[src/rtl/rr_arbiter16.sv]
// Round-robin arbiter: rotating-priority winner search, grant held until done,
// requester drop, or the hold limit revokes it.
//
// state | meaning
// IDLE  | no grant; arbitrate among req when en=1
// GRANT | one requester owns the resource until release
module rr_arbiter16 #(
  parameter int N        = 16,
  parameter int IDW      = 4,
  parameter int MAX_HOLD = 8
) (
  input  logic           clk,
  input  logic           rst_n,
  input  logic           en,
  input  logic [N-1:0]   req,
  input  logic           done,
  output logic [N-1:0]   grant,
  output logic [IDW-1:0] grant_id,
  output logic           grant_valid,
  output logic           forced
);

  localparam int HCW = (MAX_HOLD > 1) ? $clog2(MAX_HOLD) : 1;
  localparam logic [0:0]     IDLE    = 1'b0;
  localparam logic [0:0]     GRANT   = 1'b1;
  localparam logic [IDW-1:0] LAST_ID = IDW'(N - 1);
  localparam logic [HCW-1:0] HOLD_TC = HCW'((MAX_HOLD > 0) ? MAX_HOLD - 1 : 0);

  logic [0:0]     state;
  logic [IDW-1:0] ptr;
  logic [HCW-1:0] hold_cnt;
  logic           win_found;
  logic [IDW-1:0] win_id;
  logic [IDW-1:0] idx;
  logic           hold_hit;
  logic           release_now;

  // First set request at or above ptr, wrapping past N-1 back to 0.
  always_comb begin
    win_found = 1'b0;
    win_id    = '0;
    idx       = '0;
    for (int i = 0; i < N; i++) begin
      idx = IDW'((int'(ptr) + i) % N);
      if (!win_found && req[idx]) begin
        win_found = 1'b1;
        win_id    = idx;
      end
    end
  end

  assign hold_hit    = (MAX_HOLD != 0) && (hold_cnt == HOLD_TC);
  assign release_now = done || !req[grant_id] || hold_hit;
  assign grant_valid = |grant;

  always_ff @(posedge clk or negedge rst_n) begin
    if (!rst_n) begin
      state    <= IDLE;
      ptr      <= '0;
      hold_cnt <= '0;
      grant    <= '0;
      grant_id <= '0;
      forced   <= 1'b0;
    end else begin
      forced <= 1'b0;
      case (state)
        IDLE: begin
          if (en && win_found) begin
            state    <= GRANT;
            grant    <= {{(N-1){1'b0}}, 1'b1} << win_id;
            grant_id <= win_id;
            hold_cnt <= '0;
          end
        end
        GRANT: begin
          if (release_now) begin
            state    <= IDLE;
            grant    <= '0;
            grant_id <= '0;
            hold_cnt <= '0;
            ptr      <= (grant_id == LAST_ID) ? '0 : grant_id + 1'b1;
            // Only a revocation by the limit counts as forced.
            forced   <= hold_hit && !done && req[grant_id];
          end else begin
            hold_cnt <= hold_cnt + 1'b1;
          end
        end
        default: state <= IDLE;
      endcase
    end
  end

endmodule

[config.mk]
export PLATFORM = sky130hd
export DESIGN_NAME = rr_arbiter16
export DESIGN_NICKNAME = d
export VERILOG_FILES = /design/src/rtl/rr_arbiter16.sv
export SDC_FILE = /design/constraint.sdc
export NUM_CORES = 1
export LEC_CHECK = 0
export CAP_MARGIN = 20
export CORE_MARGIN = 10
export CORE_UTILIZATION = 54
export CTS_BUF_LIST = sky130_fd_sc_hd__clkbuf_4
export DETAILED_ROUTE_END_ITERATION = 8
export MAX_ROUTING_LAYER = met4
export PLACE_DENSITY = 0.76
export SLEW_MARGIN = 20
export SYNTH_ARGS = -nofsm -noshare
export SYNTH_HDL_FRONTEND = slang
export SYNTH_SLANG_ARGS = --single-unit
[constraint.sdc]
create_clock -name clk -period 5.3 [get_ports clk]
set_clock_uncertainty 0.05 [all_clocks]
set_input_delay 1.06 -clock clk [delete_from_list [all_inputs] [get_ports clk]]
set_output_delay 1.06 -clock clk [all_outputs]
set_load 0.01 [all_outputs]
==> Word-level counts from Yosys, hierarchy flattened <==
Index checks and enable logic that the tools add are counted.
{ "totals": {"ff_bits": 29, "out_inout_bits": 22, "in_bits": 20, "wordCells": 167} }
{ "op_classes": {"add_sub_neg": 17, "shift": 1, "reduce_logical": 40, "n_bitwise": 1, "n_eq_ne": 4, "muxes": 81, "n_lt_le_gt_ge": 17} }
{ "ops": {"columns": ["op", "count"], "rows": [
  ["4-bit by 5-bit < comparator with 1-bit output (second input constant)", 17],
  ["4-bit 2-to-1 mux", 19],
  ["1-bit binary-select mux with 4-bit select", 17],
  ["1-bit 2-to-1 mux", 37],
  ["4-bit adder (second input constant)", 8],
  ["16-bit 2-to-1 mux", 2],
  ["16-bit case mux with 2 select lines", 1],
  ["1-bit logical AND", 18],
  ["1-bit logical NOT", 17],
  ["4-bit by 3-bit adder with 4-bit output (second input constant)", 4],
  ["16-bit OR reduction", 1],
  ["1-bit by 4-bit left shift with 16-bit output (first input constant)", 1],
  ["4-bit by 1-bit adder with 4-bit output (second input constant)", 2],
  ["4-bit by 2-bit adder with 4-bit output (second input constant)", 2],
  ["4-bit case mux with 2 select lines", 1],
  ["3-bit 2-to-1 mux", 2],
  ["3-bit case mux with 2 select lines", 1],
  ["4-bit equality test (second input constant)", 1],
  ["2-bit AND reduction", 2],
  ["3-bit by 1-bit adder with 3-bit output (second input constant)", 1],
  ["3-bit equality test (second input constant)", 1],
  ["1-bit logical OR", 2],
  ["2-bit by 1-bit != test with 1-bit output (second input constant)", 1],
  ["2-bit != test (second input constant)", 1],
  ["2 further kinds", 2]
]} }

==> Depth between registers and ports, before layout <==
Gate-level depths: netlist of run 1.
{ "logic_depth": {"ltp_word": 51, "ltp_mapped": 18, "depth_no_buf": 11} }

==> Least setup slack after synthesis of run 1 <==
OpenSTA, ideal clock, no wires.
{ "synth_timing": {"path_kind": "register -> register", "from": "reg ptr[1]", "to": "reg grant[0]", "arrival_ps": 4745, "setup_time_ps": 110, "path_slack_ps": 394, "t_required_ps": 5140, "path_stages_with_launch": 18, "period_less_slack_ps": 4906, "path_buffers": 6, "cell_sequence": "dfrtp_1 buf_6 buf_6 clkbuf_1 inv_1 ha_1 buf_6 buf_6 mux2_2 mux4_2 mux2i_2 and2_4 nand4_4 or4_1 a32o_1 or2_0 buf_6 o41ai_1"} }
{ "synth_via": {"elab_chain_len": 51} }
{ "synth_lines": {"columns": ["item", "line_no", "rtl"], "rows": [
  ["from (decl)", "30", "logic [IDW-1:0] ptr;"],
  ["from (signal assigned)", "81", "ptr <= (grant_id == LAST_ID) ? '0 : grant_id + 1'b1;"],
  ["branches (longest 51 deep; another with 4-bit by 1-bit adder with 4-bit output)", null, null],
  ["to (signal assigned)", "70", "grant <= {{(N-1){1'b0}}, 1'b1} << win_id;"],
  ["to (decl)", "17", "output logic [N-1:0] grant,"]
]} }
Parallel ways; which one is timed is not known. The select of a mux whose other input is x is not followed.
A chain may end at the register's enable or synchronous reset.

==> Worst setup path in the final report of run 1 <==
{ "layout_timing": {"from": "reg ptr[1]", "to": "reg grant[9]"} }
The elaborated chain is that of the path after synthesis.

==> results.toml, run 1 <==
[sta]
setup_tns_ns = 0
finalMaxSlewViolations = 0
worst_slew_pin_slew_ns = 1.09
final-setup-viol-count = 0
period_minus_slack_ns = 5.02
finalHoldViolCount = 0
slew_headroom_pct = 26.6
period_share_pct = 94.8
timing.fmax_ghz = 0.199
rsz0062_at_grt = "no"
fin_ws_ns = 0.277
hold_slack_ns = 0.467

[synth]
synth_cell_types = 73
yosys.area.top_type = "mux4_2"
ys.flop_type = "dfrtp_1"
ys_ff_latch = 29
synthesis.area_um2 = 4200
syn_avg_cell_area_um2 = 9.57
synth_edf_count = 0
yosysSeqAreaShare_pct = 17.3
ys_async_sr_fraction_pct = 100
synthTopCellsByArea = "mux4_2 21%, dfrtp_1 17%, mux2i_1 6.2%, mux2_2 4.3%, nand2_1 3.8%"
synth_top_area_share_pct = 21.4
ys_warn_count = 0
synth_fp_nets = 469
synthCells = 439

[finish]
utilization_pct = 62.3
fin_nets = 499
antenna_cells = 0
drive_gt1_share_pct = 21.1
syn_to_final_growth_pct = 13.4

[grt]
grt_start_max_net_pins = 35
grt_antenna_before_repair = 0
grt_overflow = 0
grt_pass1_vias = 3902
grt_first_pass_wirelength_um = 21400
track_usage_pct = 23.6

[cts]
clock_path_buffers = 2
root_buffer = "clkbuf_4"
cts_setup_buffers = 0
path_clk_slew_ns = 0.10
clkSinkCount = 29
cts_buffers = 5
post_cts_resized = 0
htreeDepth = 2
insertion_delay_ns = 0.33
hold_buffers = 0
cts_tree = "built"

[route]
first_pass_iters = 5
via_per_inst = 7.12
route.detailed.drc = 0
drtAntennaViolNets = 0
drt_iter0_drc = 421
detail_route.wirelength_um = 13300
vias = 4073
wl_per_cell_um = 23.3

[die]
core_um2 = 7650
die_h_um = 108
die-area_um2 = 11700
initial_core_util_pct = 54.9
die_x_um = 108
num_io_pins = 42
num_rows = 32

[worst_setup_path]
worst_setup_path_end_kind = "register"
reg2reg_depth = 13
path_class = "reg2reg"
reg2reg_from = "ptr[1]$_DFFE_PN0P_"
reg2reg_to = "grant[9]$_DFFE_PN0P_"
required_ns = 5.45
worstSetupStartpointType = "register"
cp-endpoint = "grant[9]$_DFFE_PN0P_"
crit_fanout = 22
crit_start = "ptr[1]$_DFFE_PN0P_"
cp.arrival_ns = 5.17
r2r_slack_ns = 0.28

[placement]
gp_congestion = 1.09
dp_hpwl_um = 9880
port_buffers = 41
place_ws_ns = 0.0130

[hold_path]
hold-path-cell-count = 2
hp-start = "grant[7]$_DFFE_PN0P_"
hold_class = "reg2reg"

[outcome]
status = "finished, final reports clean"

[job]
maxCapViolCount = 0
-- layout by cell type, fill, tap and decap left out, types with 8 or more instances in the layout --
cell type / netlist / final
clkdlybuf4s50_1: 0 / 41
nand2_1: 42 / 42
dfrtp_1: 29 / 29
mux4_2: 40 / 40
nor2_1: 20 / 20
a21oi_1: 20 / 20
mux2_2: 16 / 16
o21ai_0: 24 / 24
o41ai_1: 14 / 14
nand3_1: 13 / 13
ha_1: 10 / 10
buf_4: 2 / 17
mux2i_1: 26 / 26
a31oi_1: 8 / 8
-- cells by family after synthesis --
logic type	after synthesis	synth area share, %
compound gates	124	21.2
xor+xnor	13	2.89
fa+ha+maj	10	2.98
buf+inv	44	5.15
flops	29	17.3
mux	89	34.4
simple gates	130	16.1
-- registers in the layout, summed over array words and instances, names as in the netlist --
register	count
grant	16
grant_id	4
ptr	4
hold_cnt	3
forced	1
state	1
-- worst max-delay path, cell delays in order, from the launching register on --
cell	delay, ns
dfrtp_1	0.36
inv_1	0.04
buf_4	0.16
ha_1	0.38
buf_4	0.38
mux2_2	0.42
mux4_2	0.56
mux2i_4	0.27
and4_4	0.31
nand4_4	0.13
or4_1	0.60
a32o_1	0.28
or2_0	0.41
o41ai_1	0.51
-- Yosys cell counts (6+ instances only) --
master	instances
xnor2_1	7
nor2b_1	7
a21oi_1	20
o41ai_1	14
mux2_2	16
ha_1	10
clkbuf_1	20
mux4_2	40
o21ai_0	24
nand2_1	42
nor4_1	6
a31oi_1	8
nand3_1	13
o211ai_1	7
nor3_1	7
dfrtp_1	29
inv_1	7
nor2_1	20
mux2i_1	26
-- how the worst min path moves through the flow --
stage	endpoint	slack, ns
finish	grant[7]$_DFFE_PN0P_	0.47
CTS	grant[7]$_DFFE_PN0P_	0.47
global placement	grant[7]$_DFFE_PN0P_	0.44
global route	hold_cnt[1]$_DFFE_PN0P_	0.48
detailed placement	grant[7]$_DFFE_PN0P_	0.45
floorplan	hold_cnt[1]$_DFFE_PN0P_	0.43
-- cell type report --
| cell class | instances | area, µm² |
|---|---|---|
| repair buffers | 58 | 538 |
| flip-flops and latches | 29 | 726 |
| inverters | 9 | 33.8 |
| well taps | 102 | 128 |
| fillers | 651 | 2890 |
| clock inverters | 2 | 33.8 |
| multi-input cells | 366 | 3260 |
| clock buffers | 6 | 45.0 |
-- metrics by stage --
step                      instances  cell area, µm²
after global routing            572            4760
after detailed placement        564            4680
after CTS                       572            4760
after global placement          564            4680
final                           572            4760
after floorplan                 439            4200
-- per-layer routing --
layer  up-vias  wire, µm  global-route usage (%)
li1       1809         -                       -
met1      2005      5350                    30.9
met2       219      6260                    35.0
met3        40      1330                    6.01
met4         0       387                    7.25
met5         -         0                       -
Power of run 1 is not shown: default switching activity piles up to over one toggle a cycle in this logic, so the estimate is an artifact.
==> run 2: changes to the inputs <==
SKIP_CTS_REPAIR_TIMING = 1   (was not set)
==> results of run 2 <==
The final DEF is identical to that of run 1; final timing and power are the same.
Power of run 2 is left out for the same reason.
==> edit 1 (flow settings as in run 2) <==
Set the parameter `MAX_HOLD` to 4 (it was 8).
--- a/src/rtl/rr_arbiter16.sv
+++ b/src/rtl/rr_arbiter16.sv
@@ -8,5 +8,5 @@
   parameter int N        = 16,
   parameter int IDW      = 4,
-  parameter int MAX_HOLD = 8
+  parameter int MAX_HOLD = 4
 ) (
   input  logic           clk,
Check against the original RTL: same outputs for any inputs over 4 cycles, from zero or initial values and one cycle with rst_n low; that may be too few to reach the edited logic, so the function may still have changed.
==> edit 1 against run 2 <==
- sequential cell count down 1
- highest routed layer unchanged
- worst setup slack better by 0.22 ns
- largest cell class unchanged
- area after synthesis down 1.7%
- wire length up 2.3%
- register-to-register slack better by 0.31 ns
- critical endpoint is now grant_id[0]
- via count up 1.6%
- final area down 1.9%
Power is left out: the tool's default activity adds up to more than one toggle a clock period on the data nets, which glitch-free logic cannot reach.
==> edit 1: results (changes against run 2) <==
metric,value,unit,change
status,"finished, final reports clean",,unchanged
grt_max_degree,40,,was 35
dr_wl_met2,6270,um,was 6260 um
critical-path-max-stage-delay,0.62,ns,was 0.60 ns
grt_pass1_wl,22300,um,"was 21,400 um"
ys_seq_area_share,17.0,%,was 17.3%
r2r-end,grant_id[0],,was grant[9]
worstPathArrival,5.03,ns,was 5.17 ns
use_met3,5.15,%,was 6.01%
synthXorXnorAreaFrac,2.94,%,was 2.89%
r2r_slack,0.59,ns,was 0.28 ns
synthTopCellsByArea,"dfrtp_1, mux4_2, mux2_2, mux2i_1, nand2_1",,"was mux4_2, dfrtp_1, mux2i_1, mux2_2, nand2_1"
synthAdderAreaFrac,2.73,%,was 2.98%
cpMaxStageDelayCell,clkdlybuf4s50_1,,was or4_1
crit_fanout,18,,was 22
wl_met3,1270,um,was 1330 um
cts_htree_levels,1,,was 2
synth.area.mux_share,30.2,%,was 34.4%
tightestPinTransition,0.770,ns,was 1.09 ns
cts_buffers,3,,was 5
place.gp.congestion,0.991,,was 1.09
ys_types,81,,was 73
grt_use_met1,32.4,%,was 30.9%
clk_pin_slew,0.15,ns,was 0.10 ns
drive_gt1_share,19.8,%,was 21.1%
n_fill_cell,646,,was 651
wl,13600,um,"was 13,300 um"
synth_top_cells_by_count,"nand2_1, dfrtp_1, mux4_2",,"was nand2_1, mux4_2, dfrtp_1"
hpwl,10500,um,was 9880 um
## edit 1: through the flow
step	cells	hold WS (ns)	cell area, sq um	setup WS (ns)	util, %
floorplan	444	0.427	4130	0.816	-
finish	578	0.485	4670	0.493	63.7
global placement	574	0.450	4620	0.411	63.0
global route	578	0.514	4670	0.264	63.7
CTS	578	0.489	4670	0.645	63.7
detailed placement	574	0.451	4620	0.293	63.0
## edit 1: layout make-up
| class | instances | area (sq um) | area share, % |
|---|---|---|---|
| multi-input combinational | 384 | 3250 | 69.6 |
| clock inverter | 1 | 30.0 | 0.643 |
| clock buffer | 3 | 22.5 | 0.482 |
| sequential | 28 | 701 | 15.0 |
| timing repair buffer | 54 | 508 | 10.9 |
| tap | 99 | 124 | 2.65 |
| inverter | 9 | 33.8 | 0.723 |
## edit 1: kinds of logic (layout without fill, tap and decap cells)
kind of cell,after synthesis,after routing
flops,28,28
xor+xnor,13,13
fa+ha+maj,9,9
mux,78,78
compound gates,116,116
simple gates,168,168
buf+inv,32,67
==> edit 2 (config.mk and constraints of run 2) <==
Without the edit above. Make the reset (`rst_n`) synchronous in one clocked block.
--- a/src/rtl/rr_arbiter16.sv
+++ b/src/rtl/rr_arbiter16.sv
@@ -54,5 +54,5 @@
   assign grant_valid = |grant;
 
-  always_ff @(posedge clk or negedge rst_n) begin
+  always_ff @(posedge clk) begin
     if (!rst_n) begin
       state    <= IDLE;
Behaviour: differs if rst_n is asserted again (counterexample within 4 cycles, from zero or initial values and one cycle with rst_n low); with rst_n held inactive, the same outputs for 4 cycles.
==> edit 2 against run 2 <==
- utilization is 2.1 points higher
- global-route usage is 0.50 points lower
- worst hold slack worse by 0.033 ns
- wire length is 3.4% lower
- final area is 2.5% lower
- worst setup slack worse by 0.024 ns
- sequential cell count stayed put
- fmax is 0.48% lower
- area after synthesis is 5.0% lower
- critical endpoint is now grant[9]
- largest cell class unchanged
- highest routed layer unchanged
==> edit 2: results (changes against run 2) <==
metric,value,unit,change
synthTopCellsByArea,"mux4_2, dfxtp_1, mux2i_1, a21oi_1, nand2_1",,"was mux4_2, dfrtp_1, mux2i_1, mux2_2, nand2_1"
seq_cells,29,,unchanged
hpwl,9970,um,was 9880 um
dr_total_vias,4185,,"was 4,073"
cpMaxStageDelayCell,clkdlybuf4s50_1,,was or4_1
status,"finished, final reports clean",,unchanged
grt_usage,23.1,%,was 23.6%
total_power,0.00147,W,
first_iter_violations,414,,was 421
dpl.cell_count,577,,was 564
nonClockBufferCount,72,,was 58
dp_slack,-0.0176,ns,was 0.0130 ns
ys_seq_area_share,14.5,%,was 17.3%
syn_avg_cell_area,9.11,sq um,was 9.57 sq um
final_nets,515,,was 499
inverters_excl_clock,13,,was 9
dpl_cell_area,0.00459,sq mm,was 0.00468 sq mm
drive_gt1_share,21.2,%,was 21.1%
synth-async-reset-ratio,0,%,was 100%
dr.pass1.iters,5,,unchanged
yosys_most_used_dff,dfxtp_1,,was dfrtp_1
setup_slack,0.253,ns,was 0.277 ns
r2r_slack,0.61,ns,was 0.28 ns
place.gp.congestion,1.08,,was 1.09
synth_nets,468,,was 469
r2r_start,ptr[1],,unchanged
critical_path.endpoint,grant[9],,unchanged
grt_pass1_wl,21000,um,"was 21,400 um"
comb.multi_input.count,364,,was 366
synth_top_area_share,24.3,%,was 21.4%
wire_per_inst,22.0,um,was 23.3 um
clk_pin_slew,0.10,ns,about the same
reg2reg_depth,12,,was 13
synth_top_cells_by_count,"mux4_2, nand2_1, a21oi_1, dfxtp_1, nor2_1",,"was nand2_1, mux4_2, dfrtp_1"
worstPathArrival,5.23,ns,was 5.17 ns
startpoint,req[12],,was ptr[1]
hold_end,grant[1],,was grant[7]
die_area,0.0112,sq mm,was 0.0117 sq mm
max-slew-margin-rel,53.4,%,was 26.6%
crit_fanout,10,,was 22
via_per_inst,7.15,,was 7.12
clock_area_share,1.08,%,was 1.66%
power.leakage,1.60,nW,
buf_share,13.9,%,was 11.3%
min_from,grant[1],,was grant[7]
ys_types,76,,was 73
grt_pass1_vias,4081,,"was 3,902"
## edit 2: cells by family after synthesis
logic type / share of synthesized area (%)
buffers and inverters: 5.52
adders and majority gates: 3.13
and+or+nand+nor: 17.4
DFF: 14.5
AOI/OAI and AO/OA: 24.8
muxes: 31.8
xor gates and xnor gates: 2.82
## edit 2: power groups by stage
| stage | registers (W) | logic [W] | clock network (W) |
|---|---|---|---|
| final | 0.000262 | 0.00108 | 0.000123 |
| after global routing | 0.000266 | 0.00116 | 0.000134 |
| after CTS | 0.000262 | 0.00105 | 0.000125 |
| after detailed placement | 0.000267 | 0.00105 | 0 |
| after global placement | 0.000266 | 0.00103 | 0 |
| after floorplan | 0.000263 | 0.000729 | 0 |
## edit 2: metal layers
metal | track usage [%] | part of all wire (%) | up-vias
met3 | 4.83 | 9.0 | 46
met2 | 35.7 | 46 | 268
met5 | - | 0 | -
met4 | 8.80 | 3.9 | 0
li1 | - | - | 1878
met1 | 29.1 | 41 | 1993
